<file path="src/rtl/triangle_dispatch.sv">
// Round-robin dispatcher feeding two triangle requesters into one rasterizer and counting its pixels.
// Optional degenerate-triangle culling: define TRIANGLE_DISPATCH_CULL_EN.
package triangle_dispatch_pkg;
    typedef struct packed {
        logic [31:0] x;
        logic [31:0] y;
        logic [31:0] z;
        logic [31:0] w;
    } Vector4_t;
endpackage

module triangle_dispatch
    import triangle_dispatch_pkg::*;
#(
    parameter int COUNT_W = 24
) (
    input  logic               i_clk,
    input  logic               i_reset_n,
    input  logic [1:0]         i_req_valid,
    input  Vector4_t           i_req0_v1,
    input  Vector4_t           i_req0_v2,
    input  Vector4_t           i_req0_v3,
    input  Vector4_t           i_req1_v1,
    input  Vector4_t           i_req1_v2,
    input  Vector4_t           i_req1_v3,
    output logic [1:0]         o_req_ready,
    output logic               o_rast_start,
    output Vector4_t           o_rast_v1,
    output Vector4_t           o_rast_v2,
    output Vector4_t           o_rast_v3,
    input  logic               i_rast_ready,
    input  logic               i_rast_valid,
    output logic               o_done,
    output logic               o_done_id,
    output logic [COUNT_W-1:0] o_done_pixels,
    output logic               o_busy
);

    typedef enum logic [1:0] {IDLE, START, RUN, DONE} state_t;

    state_t             state_q;
    logic               rr_q;
    logic               id_q;
    logic [COUNT_W-1:0] cnt_q, cnt_d;
    Vector4_t           v1_q, v2_q, v3_q;

    logic [1:0] grant;
    logic       gnt_id;
    Vector4_t   sel_v1, sel_v2, sel_v3;
    logic       cull;

    // Grant is combinational so a requester is accepted in the same cycle it presents.
    always_comb begin
        grant = 2'b00;
        if (state_q == IDLE) begin
            case (i_req_valid)
                2'b01:   grant = 2'b01;
                2'b10:   grant = 2'b10;
                2'b11:   grant = rr_q ? 2'b10 : 2'b01;
                default: grant = 2'b00;
            endcase
        end
    end

    assign gnt_id = grant[1];
    assign sel_v1 = gnt_id ? i_req1_v1 : i_req0_v1;
    assign sel_v2 = gnt_id ? i_req1_v2 : i_req0_v2;
    assign sel_v3 = gnt_id ? i_req1_v3 : i_req0_v3;

`ifdef TRIANGLE_DISPATCH_CULL_EN
    assign cull = ((sel_v1.x == sel_v2.x) && (sel_v2.x == sel_v3.x)) ||
                  ((sel_v1.y == sel_v2.y) && (sel_v2.y == sel_v3.y));
`else
    assign cull = 1'b0;
`endif

    assign cnt_d = (i_rast_valid && (cnt_q != {COUNT_W{1'b1}})) ? cnt_q + 1'b1 : cnt_q;

    always_ff @(posedge i_clk) begin
        if (!i_reset_n) begin
            state_q <= IDLE;
            rr_q    <= 1'b0;
            id_q    <= 1'b0;
            cnt_q   <= '0;
            v1_q    <= '0;
            v2_q    <= '0;
            v3_q    <= '0;
        end else begin
            case (state_q)
                IDLE: if (|grant) begin
                    v1_q    <= sel_v1;
                    v2_q    <= sel_v2;
                    v3_q    <= sel_v3;
                    id_q    <= gnt_id;
                    cnt_q   <= '0;
                    rr_q    <= ~gnt_id;
                    state_q <= cull ? DONE : START;
                end
                START: if (i_rast_ready) state_q <= RUN;
                RUN: begin
                    cnt_q <= cnt_d;
                    if (i_rast_ready && !i_rast_valid) state_q <= DONE;
                end
                DONE:    state_q <= IDLE;
                default: state_q <= IDLE;
            endcase
        end
    end

    assign o_req_ready   = grant;
    assign o_rast_start  = (state_q == START) && i_rast_ready;
    assign o_rast_v1     = v1_q;
    assign o_rast_v2     = v2_q;
    assign o_rast_v3     = v3_q;
    assign o_done        = (state_q == DONE);
    assign o_done_id     = id_q;
    assign o_done_pixels = cnt_q;
    assign o_busy        = (state_q != IDLE);

endmodule

</file>
<file path="config.mk">
export PLATFORM = sky130hd
export DESIGN_NAME = triangle_dispatch
export DESIGN_NICKNAME = d
export VERILOG_FILES = /design/src/rtl/triangle_dispatch.sv
export SDC_FILE = /design/constraint.sdc
export NUM_CORES = 1
export LEC_CHECK = 0
export ABC_CLOCK_PERIOD_IN_PS = 2600
export CAP_MARGIN = 30
export CELL_PAD_IN_SITES_DETAIL_PLACEMENT = 1
export CELL_PAD_IN_SITES_GLOBAL_PLACEMENT = 2
export CORE_AREA = 2 2 458 460
export DETAILED_ROUTE_END_ITERATION = 7
export DIE_AREA = 0 0 460 462
export GPL_TIMING_DRIVEN = 0
export PLACE_DENSITY_LB_ADDON = 0.15
export SLEW_MARGIN = 5
export SYNTH_ARGS = -nofsm -noshare
export SYNTH_HDL_FRONTEND = slang
export SYNTH_SLANG_ARGS = --single-unit
</file>
<file path="constraint.sdc">
create_clock -name i_clk -period 2.6 [get_ports i_clk]
set_input_delay 0.78 -clock i_clk [delete_from_list [all_inputs] [get_ports i_clk]]
set_output_delay 0.78 -clock i_clk [all_outputs]
set_load 0.01 [all_outputs]
</file>
After elaboration in Yosys (flattened, before gate mapping)
Cells that the tools add are included.

Bitwise gates (word level): 1. Multiplexer cells: 13. Reduce and logical (&&, ||, !) cells: 11. Add/subtract/negate cells: 1. Equal/unequal tests: 11.

Operators with widths (count): 2-to-1 mux 128 bit (3); 2-to-1 mux 24 bit (2); case mux 24 bit (2 select lines) (1); adder 24 x 1 -> 24 bit, second input constant (1); != test 24 bit, second input constant (1); 2-to-1 mux 2 bit (5); equality test 2 bit, second input constant (4); case mux 2 bit (4 select lines) (1); != test 2 bit, second input constant (3); case mux 2 bit (3 select lines) (1); AND reduction 3 bit (2); equality test 2 x 1 -> 1 bit, second input constant (2); nonzero test 2 bit (2); logical AND 1 bit (3); zero test 2 bit (1); != test 2 x 1 -> 1 bit, second input constant (1); AND reduction 2 bit (1); OR reduction 2 bit (1); zero test 1 bit (1); inverter 1 bit (1).

Bits of input ports: 774. Output and inout bits: 414. Logic and storage cells: 53. Register bits: 412.

Depth between registers and ports, before layout
Word-level depth: 6. Depth in mapped cells: 9. Gate-level depth less buffers: 7.

Worst setup path before layout
No wires, ideal clock.

Path kind: input to output. From: in i_req_valid[1]. To: out o_req_ready[1]. Setup slack: 0.319 ns. Arrival: 1.501 ns. Cell stages on the path: 3. Data required time: 1.820 ns. Buffers on the path: 1. Cells stage by stage: nand2_1 > a21oi_1 > clkbuf_1.

Longest elaborated chain between the ends: 3. Elaborated cells on any way between the ends: 5. Classes of those cells: 3 x eq/ne; 2 x mux.

RTL lines: from (decl) (RTL line 19) `input logic [1:0] i_req_valid,`; equality test 2 bit or equality test 2 x 1 -> 1 bit (tied branches) (RTL line 56) `case (i_req_valid)`; case mux 2 bit (3 select lines) (*) (RTL line 56); 2-to-1 mux 2 bit (*) (RTL line 55) `if (state_q == IDLE) begin`; to (decl) (RTL line 26) `output logic [1:0] o_req_ready,`.

Every way passes the cells marked *; elsewhere a longest branch is shown, timed or not.

Worst setup path in the final report
From: reg state_q[0]. To: out o_req_ready[0].

Longest elaborated chain between the ends: 2.

RTL lines: from (decl) (RTL line 41) `state_t state_q;`; from (signal assigned) (RTL line 97) `state_q <= cull ? DONE : START;`; zero test 2 bit (RTL line 55); 2-to-1 mux 2 bit (RTL line 55).

Every way passes these cells.

==> reports/results.ini <==
[placed_design]
placed_area_sq_um = 30790
port-buffer-count = 1187
dpl.hpwl_um = 130600
place_ws_ps = -1728
gp_congestion = 0.7574

[die]
dieHeight_um = 462
die-area_sq_um = 212500
die_w_um = 460
rows = 168
coreArea_sq_um = 208100
io_pins = 1188
start_util_pct = 7.374

[power]
finalPower_w = 0.03134
p_int_w = 0.01930
p_seq_share_pct = 28.1
p_leak_nw = 12.09
pwr-share-clk_pct = 31.1
swShare_pct = 38.42
pwr-share-comb_pct = 40.8
peakVddDrop_mv = 0.4467
pwr_density_cell_nw_per_um2 = 937.9
p_sw_w = 0.01204

[cts]
cts.sinks = 412
clk_path_buf_depth = 3
cts_tree = done
clockRootBuffer = clkbuf_16
htree_num_levels = 3
ctsHoldBuffers = 0
path_clk_slew_ps = 60
numCtsBuffers = 69
clock_latency_ps = 690

[drt]
ant_nets = 0
drt_iter0_drc = 2300
routed_wl_um = 159500
wire_per_inst_um = 28.49
via_count = 20060
post-route-drc-count = 0
drt_pass1_iterations = 8
vias_per_cell = 3.583

[timing]
setup_viol = 2
layout_setup_ws_ps = -75.40
min_period_ps = 2675
hold_viol = 0
tightest_slew_ps = 911.0
fin_crit_sh_pct = 102.9
slew_headroom_pct = 39.26
hold_slack_ps = 495.6
rsz0062_at_grt = true
slew_violations = 0
fmax_mhz = 373.8
finalClockSkew_ps = 31.30

[setup_path]
critPathRequiredTime_ps = 1820
startpoint_type = register
cpMaxStageDelayCell = dfxtp_4
crit_chain = inv_4, ha_4, nand2_2, a21oi_4, clkbuf_16, clkbuf_16, buf_6
arrival_ps = 1900
crit_type = reg -> out
reg2reg_to = o_done_pixels[14]$_SDFFE_PN0P_
critPathCaptureType = primary output
cp_slowest_stage_delay_ps = 360
crit_fanout = 5
worstRegToRegCells = 10
cpMostUsedCell = clkbuf_16
rrSetupSlack_ps = 30
r2r-start = state_q[0]$_SDFFE_PN0P_

[yosys]
synth_ff_type = dfxtp_1
synth_edf_count = 0
synth_cells = 1528
ys_ff_latch = 412
syn_nets = 2307
async_reset_ff_share_pct = 0
synthDistinctLibCells = 58
post_synth.cell_area_avg_sq_um = 10.04
netlist_area_sq_um = 15340
ys_warn_count = 0
synth-seq-area-share_pct = 53.75

[final_layout]
syn2layout_area_growth_pct = 117.7
final_common_cell = clkdlybuf4s50_1
mostFrequentLayoutCells = clkdlybuf4s50_1, dfxtp_1, nor2_1
drive_gt1_share_pct = 10.32
nNetsFinal = 3592
final_core_util_pct = 16.06
nFillCells = 24080
multi_input_area_sq_um = 6422
regArea_sq_um = 8272
final_area_sq_um = 33410

[outcome]
status = finished with violations
violations = setup timing

[min_path]
min_from = o_done_id$_SDFFE_PN0P_
hold-path-endpoint = o_done_id$_SDFFE_PN0P_
min_path_cells = 2
hold_path.class = reg -> reg

[global_routing]
grt_max_degree = 12
grt_pass1_wl_um = 204500
antenna_found_initial = 73
track_usage_pct = 14.23
grt_pass1_vias = 20990
overflow = 0

[flow_run]
maxCapViolCount = 0

[how the worst max path moves through the flow]
stage / startpoint / end / slack, ps / cells after the start
detailed placement: i_req_valid[0] / o_req_ready[0] / -1730 / 6
global placement: i_req_valid[1] / o_req_ready[1] / -3280 / 5
global route: state_q[0]$_SDFFE_PN0P_ / o_req_ready[0] / -220 / 7
finish: state_q[0]$_SDFFE_PN0P_ / o_req_ready[0] / -80 / 7
floorplan: i_req_valid[1] / o_req_ready[1] / 320 / 3
CTS: state_q[1]$_SDFFE_PN0P_ / o_req_ready[1] / -350 / 9
[power groups by stage]
stage | sequential, W | combinational [W] | clock, W
final | 0.00879 | 0.0128 | 0.00974
after global routing | 0.00896 | 0.0139 | 0.0104
after CTS | 0.00882 | 0.0132 | 0.0103
after detailed placement | 0.00891 | 0.0129 | 0
after global placement | 0.00893 | 0.0129 | 0
after floorplan | 0.00909 | 0.00440 | 0
[registers in the layout (all words and copies together) (netlist names)]
signal and count:
o_rast_v1 128, o_done_id 1, rr_q 1, o_rast_v2 128
o_done_pixels 24, state_q 2, o_rast_v3 128
[critical path, delay by kind of cell, from the launching register on]
family / cells / cell delay [ps]
compound gates: 1 / 160
simple gates: 1 / 80
flops: 1 / 360
buf+inv: 4 / 470
fa+ha+maj: 1 / 160
[metal layers]
metal,global-route usage [%],up-vias,wire length [um]
met4,3.937,66,4134
li1,-,8856,-
met5,0,-,412
met3,6.112,212,15620
met2,24.26,1050,76870
met1,16.11,9877,62480
[synthesized netlist by cell type (5+ instances only)]
cell | n | area, sq um
nand3_1 | 17 | 85.08
clkbuf_1 | 151 | 566.8
o211ai_1 | 9 | 67.56
nor2_1 | 394 | 1479
dfxtp_1 | 412 | 8248
a21o_1 | 5 | 37.54
a222oi_1 | 384 | 3844
nand4_1 | 8 | 50.05
a21oi_1 | 12 | 60.06
buf_1 | 18 | 67.56
nor3_1 | 6 | 30.03
inv_1 | 9 | 33.78
nand2_1 | 22 | 82.58
or4_1 | 6 | 45.04
ha_1 | 5 | 62.56
[final cells by class]
cell class              count  share of cell area, %
repair buffers           1217                  36.08
flip-flops and latches    412                  24.76
multi-input cells         928                  19.22
well taps                2720                  10.19
clock buffers              99                  5.988
plain buffers             175                  2.689
clock inverters            18                 0.8089
diodes                     20                 0.1498
inverters                  10                 0.1198
[stage by stage]
| step | setup TNS (ps) | instances |
|---|---|---|
| 2_1_floorplan | 0 | 1528 |
| 3_3_place_gp | -1002480 | 5435 |
| 3_5_place_dp | -419260 | 5442 |
| 4_1_cts | -609.6 | 5573 |
| 5_1_grt | -548.6 | 5587 |
| 6_report | -145.4 | 5599 |
[cells by family (layout without fill, tap and decap cells)]
kind of cell / count (synthesis) / count (layout) / share of synthesized area [%]
and+or+nand+nor: 479 / 479 / 13.02
AOI/OAI and AO/OA: 442 / 442 / 27.79
DFF: 412 / 412 / 53.75
buffers and inverters: 188 / 1519 / 4.900
adders and majority gates: 5 / 5 / 0.4077
muxes: 2 / 2 / 0.1305
other: 0 / 20 / 0
[repair_timing]
action | in CTS | in global routing
gates resized for setup | 260 | 41
pin swaps | 1 | 3
endpoints found under the setup margin | 472 | 268
setup buffers | 15 | 9
No activity file was read; power rests on OpenSTA's default activity.
